[src/rtl/series_accumulator_if.sv]
// Term-in / result-out bundle between the Taylor term generator, the series
// accumulator and the consumer of the finished sum.
interface series_accumulator_if #(
    parameter int WIDTH = 16
);
    logic             start;
    logic [1:0]       func;
    logic [WIDTH-1:0] term;
    logic             term_valid;
    logic             last;
    logic [WIDTH-1:0] result;
    logic             result_valid;
    logic             result_ready;
    logic             busy;

    // result moves on the first rising edge with result_valid && result_ready.
    // result_valid never waits on result_ready, and result is held until then.
    // Terms have no backpressure: every term_valid strobe is taken.
    modport master (
        output start, func, term, term_valid, last, result_ready,
        input  result, result_valid, busy
    );

    modport slave (
        input  start, func, term, term_valid, last, result_ready,
        output result, result_valid, busy
    );
endinterface

[src/rtl/series_accumulator.sv]
// Signed series accumulator behind the Taylor term generator: applies the
// per-function sign/selection rule to each term and saturates the final sum.
module series_accumulator #(
    parameter int WIDTH = 16,
    parameter int FRAC  = 12,
    parameter int GUARD = 4
) (
    input  logic                 clk,
    input  logic                 rst,
    series_accumulator_if.slave  bus,
    output logic [1:0]           dbg_state
);
    localparam int ACC_W = WIDTH + GUARD;
    localparam logic signed [ACC_W-1:0] ONE   = ACC_W'(1) << FRAC;
    localparam logic signed [ACC_W-1:0] MAX_V = {{(GUARD+1){1'b0}}, {(WIDTH-1){1'b1}}};
    localparam logic signed [ACC_W-1:0] MIN_V = {{(GUARD+1){1'b1}}, {(WIDTH-1){1'b0}}};

    typedef enum logic [1:0] {
        IDLE  = 2'd0,
        ACCUM = 2'd1,
        DONE  = 2'd2
    } state_t;

    state_t                  state;
    logic [1:0]              func_q;
    logic signed [ACC_W-1:0] acc;
    logic [4:0]              k;

    logic signed [ACC_W-1:0] term_ext;
    logic signed [ACC_W-1:0] sum_next;
    logic [WIDTH-1:0]        sat;
    logic                    do_add;
    logic                    do_sub;

    assign dbg_state = state;
    assign term_ext  = {{GUARD{bus.term[WIDTH-1]}}, bus.term};

    // k[0] picks odd/even terms, k[1] separates k mod 4 = 1/3 and 2/0.
    always_comb begin
        do_add = 1'b0;
        do_sub = 1'b0;
        case (func_q)
            2'd0: do_add = 1'b1;
            2'd1: if (k[0]) begin
                do_add = ~k[1];
                do_sub = k[1];
            end
            2'd2: if (!k[0]) begin
                do_add = ~k[1];
                do_sub = k[1];
            end
            default: begin
                do_add = k[0];
                do_sub = ~k[0];
            end
        endcase
    end

    always_comb begin
        sum_next = acc;
        if (do_add)
            sum_next = acc + term_ext;
        else if (do_sub)
            sum_next = acc - term_ext;
    end

    always_comb begin
        sat = sum_next[WIDTH-1:0];
        if (sum_next > MAX_V)
            sat = MAX_V[WIDTH-1:0];
        else if (sum_next < MIN_V)
            sat = MIN_V[WIDTH-1:0];
    end

    always_ff @(posedge clk or posedge rst) begin
        if (rst) begin
            state            <= IDLE;
            func_q           <= 2'd0;
            acc              <= '0;
            k                <= 5'd0;
            bus.result       <= '0;
            bus.result_valid <= 1'b0;
            bus.busy         <= 1'b0;
        end else begin
            case (state)
                IDLE: if (bus.start) begin
                    func_q   <= bus.func;
                    acc      <= (bus.func == 2'd0 || bus.func == 2'd2) ? ONE : '0;
                    k        <= 5'd1;
                    bus.busy <= 1'b1;
                    state    <= ACCUM;
                end
                ACCUM: if (bus.term_valid) begin
                    acc <= sum_next;
                    if (k != 5'd31)
                        k <= k + 5'd1;
                    if (bus.last) begin
                        bus.result       <= sat;
                        bus.result_valid <= 1'b1;
                        state            <= DONE;
                    end
                end
                DONE: if (bus.result_ready) begin
                    bus.result_valid <= 1'b0;
                    bus.busy         <= 1'b0;
                    state            <= IDLE;
                end
                default: state <= IDLE;
            endcase
        end
    end
endmodule

[src/flat_wrapper.sv]
// flat-port wrapper written by rule: the top's interface ports become plain ports
module series_accumulator_flat 
#(
    parameter int WIDTH = 16,
    parameter int FRAC  = 12,
    parameter int GUARD = 4
)
  (clk, rst, dbg_state, bus_start, bus_func, bus_term, bus_term_valid, bus_last, bus_result_ready, bus_result, bus_result_valid, bus_busy);
  series_accumulator_if #(.WIDTH(WIDTH)) bus_i ();
  input  logic clk;
  input  logic rst;
  output logic [1:0] dbg_state;
  input wire logic [$bits(bus_i.start)-1:0] bus_start;
  input wire logic [$bits(bus_i.func)-1:0] bus_func;
  input wire logic [$bits(bus_i.term)-1:0] bus_term;
  input wire logic [$bits(bus_i.term_valid)-1:0] bus_term_valid;
  input wire logic [$bits(bus_i.last)-1:0] bus_last;
  input wire logic [$bits(bus_i.result_ready)-1:0] bus_result_ready;
  output wire logic [$bits(bus_i.result)-1:0] bus_result;
  output wire logic [$bits(bus_i.result_valid)-1:0] bus_result_valid;
  output wire logic [$bits(bus_i.busy)-1:0] bus_busy;
  assign bus_i.start = bus_start;
  assign bus_i.func = bus_func;
  assign bus_i.term = bus_term;
  assign bus_i.term_valid = bus_term_valid;
  assign bus_i.last = bus_last;
  assign bus_i.result_ready = bus_result_ready;
  assign bus_result = bus_i.result;
  assign bus_result_valid = bus_i.result_valid;
  assign bus_busy = bus_i.busy;
  series_accumulator #(.WIDTH(WIDTH), .FRAC(FRAC), .GUARD(GUARD)) u_core (.clk(clk), .rst(rst), .bus(bus_i), .dbg_state(dbg_state));
endmodule
[config.mk]
export PLATFORM = sky130hd
export DESIGN_NAME = series_accumulator_flat
export DESIGN_NICKNAME = d
export VERILOG_FILES = /design/src/rtl/series_accumulator_if.sv /design/src/rtl/series_accumulator.sv /design/src/flat_wrapper.sv
export SDC_FILE = /design/constraint.sdc
export NUM_CORES = 1
export LEC_CHECK = 0
export ABC_AREA = 0
export ABC_CLOCK_PERIOD_IN_PS = 8550
export CAP_MARGIN = 30
export CORE_MARGIN = 4
export CORE_UTILIZATION = 25
export CTS_CLUSTER_DIAMETER = 40
export CTS_CLUSTER_SIZE = 30
export DETAILED_ROUTE_END_ITERATION = 8
export HOLD_SLACK_MARGIN = 0.15
export REMOVE_ABC_BUFFERS = 1
export SLEW_MARGIN = 20
export SYNTH_ARGS = -nofsm -noshare
export SYNTH_HDL_FRONTEND = slang
export SYNTH_SLANG_ARGS = --single-unit
[constraint.sdc]
create_clock -name clk -period 8.55 [get_ports clk]
set_clock_uncertainty 0.05 [all_clocks]
set_input_delay 1.71 -clock clk [delete_from_list [all_inputs] [get_ports clk]]
set_output_delay 1.71 -clock clk [all_outputs]
set_load 0.01 [all_outputs]
Word-level counts from Yosys, hierarchy flattened
Index checks and enable logic that the tools add are counted.

$add $sub $neg: 3. Order comparisons: 2. Equal/unequal tests: 11. Mux-type cells: 29. Bitwise logic cells: 2. Reductions and logical operators: 14.

Operators by type and width (count): two-way mux 20 bit (4); one-hot mux 20 bit (2 select lines) (1); two-way mux 16 bit (2); adder 20 x 16 -> 20 bit (1); greater-than comparator 20 x 16 -> 1 bit (second input constant) (1); < comparator 20 x 16 -> 1 bit (second input constant) (1); subtractor 20 x 16 -> 20 bit (1); two-way mux 5 bit (3); two-way mux 13 bit (1); AND reduction 4 bit (3); one-hot mux 5 bit (2 select lines) (1); AND reduction 3 bit (3); two-way mux 1 bit (8); two-way mux 2 bit (4); != test 2 bit (second input constant) (4); equality test 2 bit (second input constant) (3); logical NOT 2 bit (3); one-hot mux 1 bit (3 select lines) (2); one-hot mux 2 bit (3 select lines) (1); nonzero test 2 bit (3); adder 5 x 1 -> 5 bit (second input constant) (1); != test 5 bit (second input constant) (1); equality test 2 x 1 -> 1 bit (second input constant) (2); one-hot mux 1 bit (2 select lines) (2); 4 further kinds (5).

Flip-flop bits (word level): 47. Input bits: 24. Logic and storage cells: 68.

Depth between registers and ports, before layout
Word-level depth: 7. Mapped depth: 15. Gate-level depth less buffers: 14.

Least setup slack after synthesis
No wires, ideal clock.

Kind: input -> register. Start: input bus_term[4]. End: register u_core.bus.result[12]. Setup time: 0.121 ns. Data arrival time: 4.510 ns. Slack: 3.869 ns. Cell stages on the path: 14. Cells stage by stage: inv_1 ha_1 buf_6 a21o_1 a211oi_2 a21oi_2 or3_1 a2111oi_0 nor3_1 and4_4 a311oi_4 buf_6 nor2_1 o22a_1.

Word-level cells in the longest chain between the ends: 6. Elaborated cells on any way between the ends: 8.

Ends and longest elaborated chain: start, declared (line flat_wrapper.sv:15) `input wire logic [$bits(bus_i.term)-1:0] bus_term;`; subtractor 20 x 16 -> 20 bit (line series_accumulator.sv:64) `sum_next = acc - term_ext;`; two-way mux 20 bit (line series_accumulator.sv:63) `else if (do_sub)`; two-way mux 20 bit * (line series_accumulator.sv:61) `if (do_add)`; < comparator 20 x 16 -> 1 bit (line series_accumulator.sv:71) `else if (sum_next < MIN_V)`; two-way mux 16 bit (line series_accumulator.sv:71); two-way mux 16 bit * (line series_accumulator.sv:69) `if (sum_next > MAX_V)`; end signal, assigned (line series_accumulator.sv:98) `bus.result <= sat;`; end, declared (line series_accumulator_if.sv:26) `output result, result_valid, busy`.

Mark *: on every way between the ends. The rest lies on a longest branch, timed or not. A chain may end at the register's enable or synchronous reset.

Worst setup path in the final report
Start: input bus_term[15]. End: register u_core.bus.result[12].

The elaborated chain is that of the path after synthesis.

==> results.sh <==
export IMPL_cts_tree="done"
export IMPL_syn_cell_area_mm2=0.00447
export IMPL_initial_cell_density_of_the_core=0.256
export IMPL_timing_hold_worst_class="flop to flop"
export IMPL_dp_cells=792
export IMPL_ys_warnings_count=0
export IMPL_synthToLayoutAreaGrowth_pct=17.4
export IMPL_nNetsFinal=644
export IMPL_crit_chain="clkdlybuf4s50_1 -> inv_1 -> ha_1 -> a21oi_1 -> o211ai_1 -> a21oi_1 -> a311oi_1 -> a2111o_1 -> a211oi_1 -> nor4_1 -> a311oi_4 -> nor2_1 -> o22a_1"
export IMPL_critical_path_startpoint_type="input pin"
export IMPL_cell_family_with_the_largest_share_of_critical_path_delay="compound AO/OA/AOI/OAI gates"
export IMPL_num_rows=48
export IMPL_clk_latency_ps=300
export IMPL_synthDistinctLibCells=64
export IMPL_die_area_mm2=0.0201
export IMPL_synthFlopType="dfrtp_1"
export IMPL_drc=0
export IMPL_met3_wirelength_um=569
export IMPL_cp_required_ps=8680
export IMPL_syn_mean_instance_area_um2=8.16
export IMPL_most_common_library_cell_in_the_layout_ignoring_fill_and_taps="nor2_1"
export IMPL_synthArstFlopShare=1.00
export IMPL_worst_hold_path_endpoint="u_core.bus.result_valid"
export IMPL_routed_top_layer="met4"
export IMPL_clock_sinks=47
export IMPL_maxSlewViolCount=0
export IMPL_grt_pass1_vias=4217
export IMPL_via_count=4291
export IMPL_yosys_register_bits=47
export IMPL_cts_resized=0
export IMPL_worst_setup_path_category="input pin to flop"
export IMPL_run_status="complete, no violations"
export IMPL_holdWs_ps=435
export IMPL_grt_first_pass_wirelength_mm=22.5
export IMPL_top_fanout_value_on_the_critical_path=15
export IMPL_wirelength_met1_mm=6.70
export IMPL_post_cts_setup_buffer_count=0
export IMPL_leakage_nw=2.29
export IMPL_timing_hold_worst_start="u_core.bus.result_valid"
export IMPL_power_density_mw_per_mm2=372
export IMPL_drt_wl_total_mm=13.7
export IMPL_antenna_violating_nets_post_route=0
export IMPL_timing_hold_worst_path_depth=1
export IMPL_reg2reg_start="u_core.k[0]"
export IMPL_critPathMaxStageDelay_ps=830
export IMPL_vdd_ir_drop_worst_mv=0.141
export IMPL_detail_route_iter0_violations=352
export IMPL_seq_area_frac_synth=0.263
export IMPL_hpwl_after_detailed_placement_mm=10.1
export IMPL_grt_setup_unrepaired="false"
export IMPL_area_of_the_core_region_mm2=0.0174
export IMPL_most_common_layout_cells="52 x nor2_1, 47 x dfrtp_1, 45 x nand2_1"
export IMPL_critPathMostFrequentCell="a21oi_1"
export IMPL_dr_wl_met2_mm=6.34
export IMPL_edff_count_synth=0
export IMPL_wl_per_cell_um=17.1
export IMPL_synth_xor_xnor_area_share=0.00785
export IMPL_post_synthesis_cell_type_with_the_largest_combined_area="dfrtp_1"
export IMPL_post_route_cells_drive_above_1_share=0.0590
export IMPL_reg2reg_slack_ps=4360
export IMPL_max_clock_path_buffers=2
export IMPL_synth_top_area_frac=0.263
export IMPL_boundaryPins=44
export IMPL_place_congestion=0.890
export IMPL_combinational_family_with_the_most_area_after_synthesis="compound AO/OA/AOI/OAI gates"
export IMPL_final_hold_violation_count=0
export IMPL_grt_max_degree=48
export IMPL_synth_adder_area_share=0.129
export IMPL_endpoint_kind="flop"
export IMPL_die_y_um=142
export IMPL_synthCells=547
export IMPL_initial_antenna_violation_count=0
export IMPL_globalRoute_totalOverflow=0
export IMPL_timing_slew_headroom=0.406
export IMPL_worst_slew_pin_transition_ps=890
export IMPL_maxClockFrequency_ghz=0.167
export IMPL_finalSetupViolCount=0
export IMPL_grt_util_all_layers=0.135
export IMPL_synth_area_top_cells="dfrtp_1 26%, ha_1 12%, a21oi_1 4.4%"
export IMPL_worstRegToRegCells=13
export IMPL_worst_path_max_delay_cell="a311oi_4"
export IMPL_timing_final_crit_share=0.698
export IMPL_port_buffer_count=43
export IMPL_number_of_buffers_added_by_the_clock_tree_synthesis_step=5
export IMPL_fillerInstances=1902
export IMPL_drv_cap=0
export IMPL_antenna_cells=0
export IMPL_muxShareOfSynthArea=0.0193
export IMPL_cts_hold_buffers_added=0
export IMPL_setup_tns_ps=0
export IMPL_yosys_area_share_simple=0.199
export IMPL_h_tree_depth=2
export IMPL_critical_path_buf_inv_count=2
export IMPL_crit_reg2reg_capture="u_core.bus.result[12]"
export IMPL_fp_dieW_um=142
export IMPL_critical_path_arrival_ps=6100
export IMPL_instances_no_fill=801
export IMPL_drt_pass1_iterations=5
export IMPL_clockRootBuffer="clkbuf_16"
export IMPL_period_minus_slack_ps=5970
export IMPL_via_count_normalized_by_instance_count=5.36
export IMPL_share_of_the_synthesized_area_in_compound_gates_ao_oa_aoi_oai=0.322
export IMPL_clk_pin_slew_ps=80
where the power goes:
group          total [mW]  switching, mW  leakage, nW  internal (mW)
sequential          0.396         0.0867        0.563          0.310
clock               0.208         0.0962       0.0752          0.112
combinational        1.35          0.793         1.65          0.553
total                1.95          0.976         2.29          0.975
worst max-delay path by stage:
| stage | from | to | slack (ps) | depth (start not counted) |
|---|---|---|---|---|
| finish | bus_term[15] | u_core.bus.result[12] | 2580 | 13 |
| detailed placement | bus_term[15] | u_core.bus.result[14] | 2380 | 13 |
| floorplan | bus_term[10] | u_core.bus.result[0] | 3770 | 12 |
| CTS | bus_term[15] | u_core.bus.result[12] | 2640 | 13 |
| global placement | bus_term[15] | u_core.bus.result[13] | 2440 | 13 |
| global route | bus_term[15] | u_core.bus.result[0] | 2270 | 13 |
cell families after synthesis:
logic type / after synthesis
AO/OA/AOI/OAI: 197
buffers and inverters: 63
adder cells (fa/ha/maj): 45
AND/OR/NAND/NOR: 183
XOR/XNOR: 4
flip-flops: 47
multiplexers: 8
stage by stage:
| step | total power [mW] | area (um^2) | setup WS (ps) | util |
|---|---|---|---|---|
| detailed placement | 1.73 | 5090 | 2380 | 0.292 |
| CTS | 1.94 | 5240 | 2640 | 0.301 |
| finish | 1.95 | 5240 | 2580 | 0.301 |
| floorplan | 1.31 | 4330 | 3770 | - |
| global route | 2.11 | 5240 | 2270 | 0.301 |
| global placement | 1.73 | 5090 | 2440 | 0.292 |
state kept, by name, summed over array words and instances (netlist names):
signal	flops
u_core.k	5
u_core.func_q	2
u_core.acc	20
u_core.bus.busy	1
u_core.dbg_state	2
u_core.bus.result_valid	1
u_core.bus.result	16
synthesized netlist by cell type (all sizes together), types with 10 or more instances:
master,n
nor2,52
dfrtp,47
nand2,45
ha,43
a21oi,40
o21ai,36
inv,34
clkbuf,20
nor3,18
a22o,17
nor2b,17
a21o,16
o22a,15
nand2b,10
nand3,10
o221ai,10
worst register-to-register path, stage by stage (launching register included):
cell      delay, ps
dfrtp_1         470
inv_1           100
ha_1            220
mux2_2          270
mux2i_1         140
buf_4           300
o21a_1          720
nand3_1         160
nor3_1          180
nor3_1          130
and4_4          240
a311oi_4        780
nor2_1          130
o22a_1          190
final cells by class:
type,instances,area [um^2],area share
sequential,47,1180,0.224
clock inverter,3,26.3,0.00501
clock buffer,5,125,0.0239
tap,225,282,0.0537
inverter,34,128,0.0243
multi-input combinational,437,3030,0.577
timing repair buffer,50,480,0.0916
layer usage:
| layer | GRT usage | up-vias |
|---|---|---|
| li1 | - | 2086 |
| met3 | 0.0179 | 6 |
| met1 | 0.195 | 2095 |
| met4 | 0.0157 | 0 |
| met5 | 0 | - |
| met2 | 0.222 | 104 |
Power figures use the tool's default switching activity.
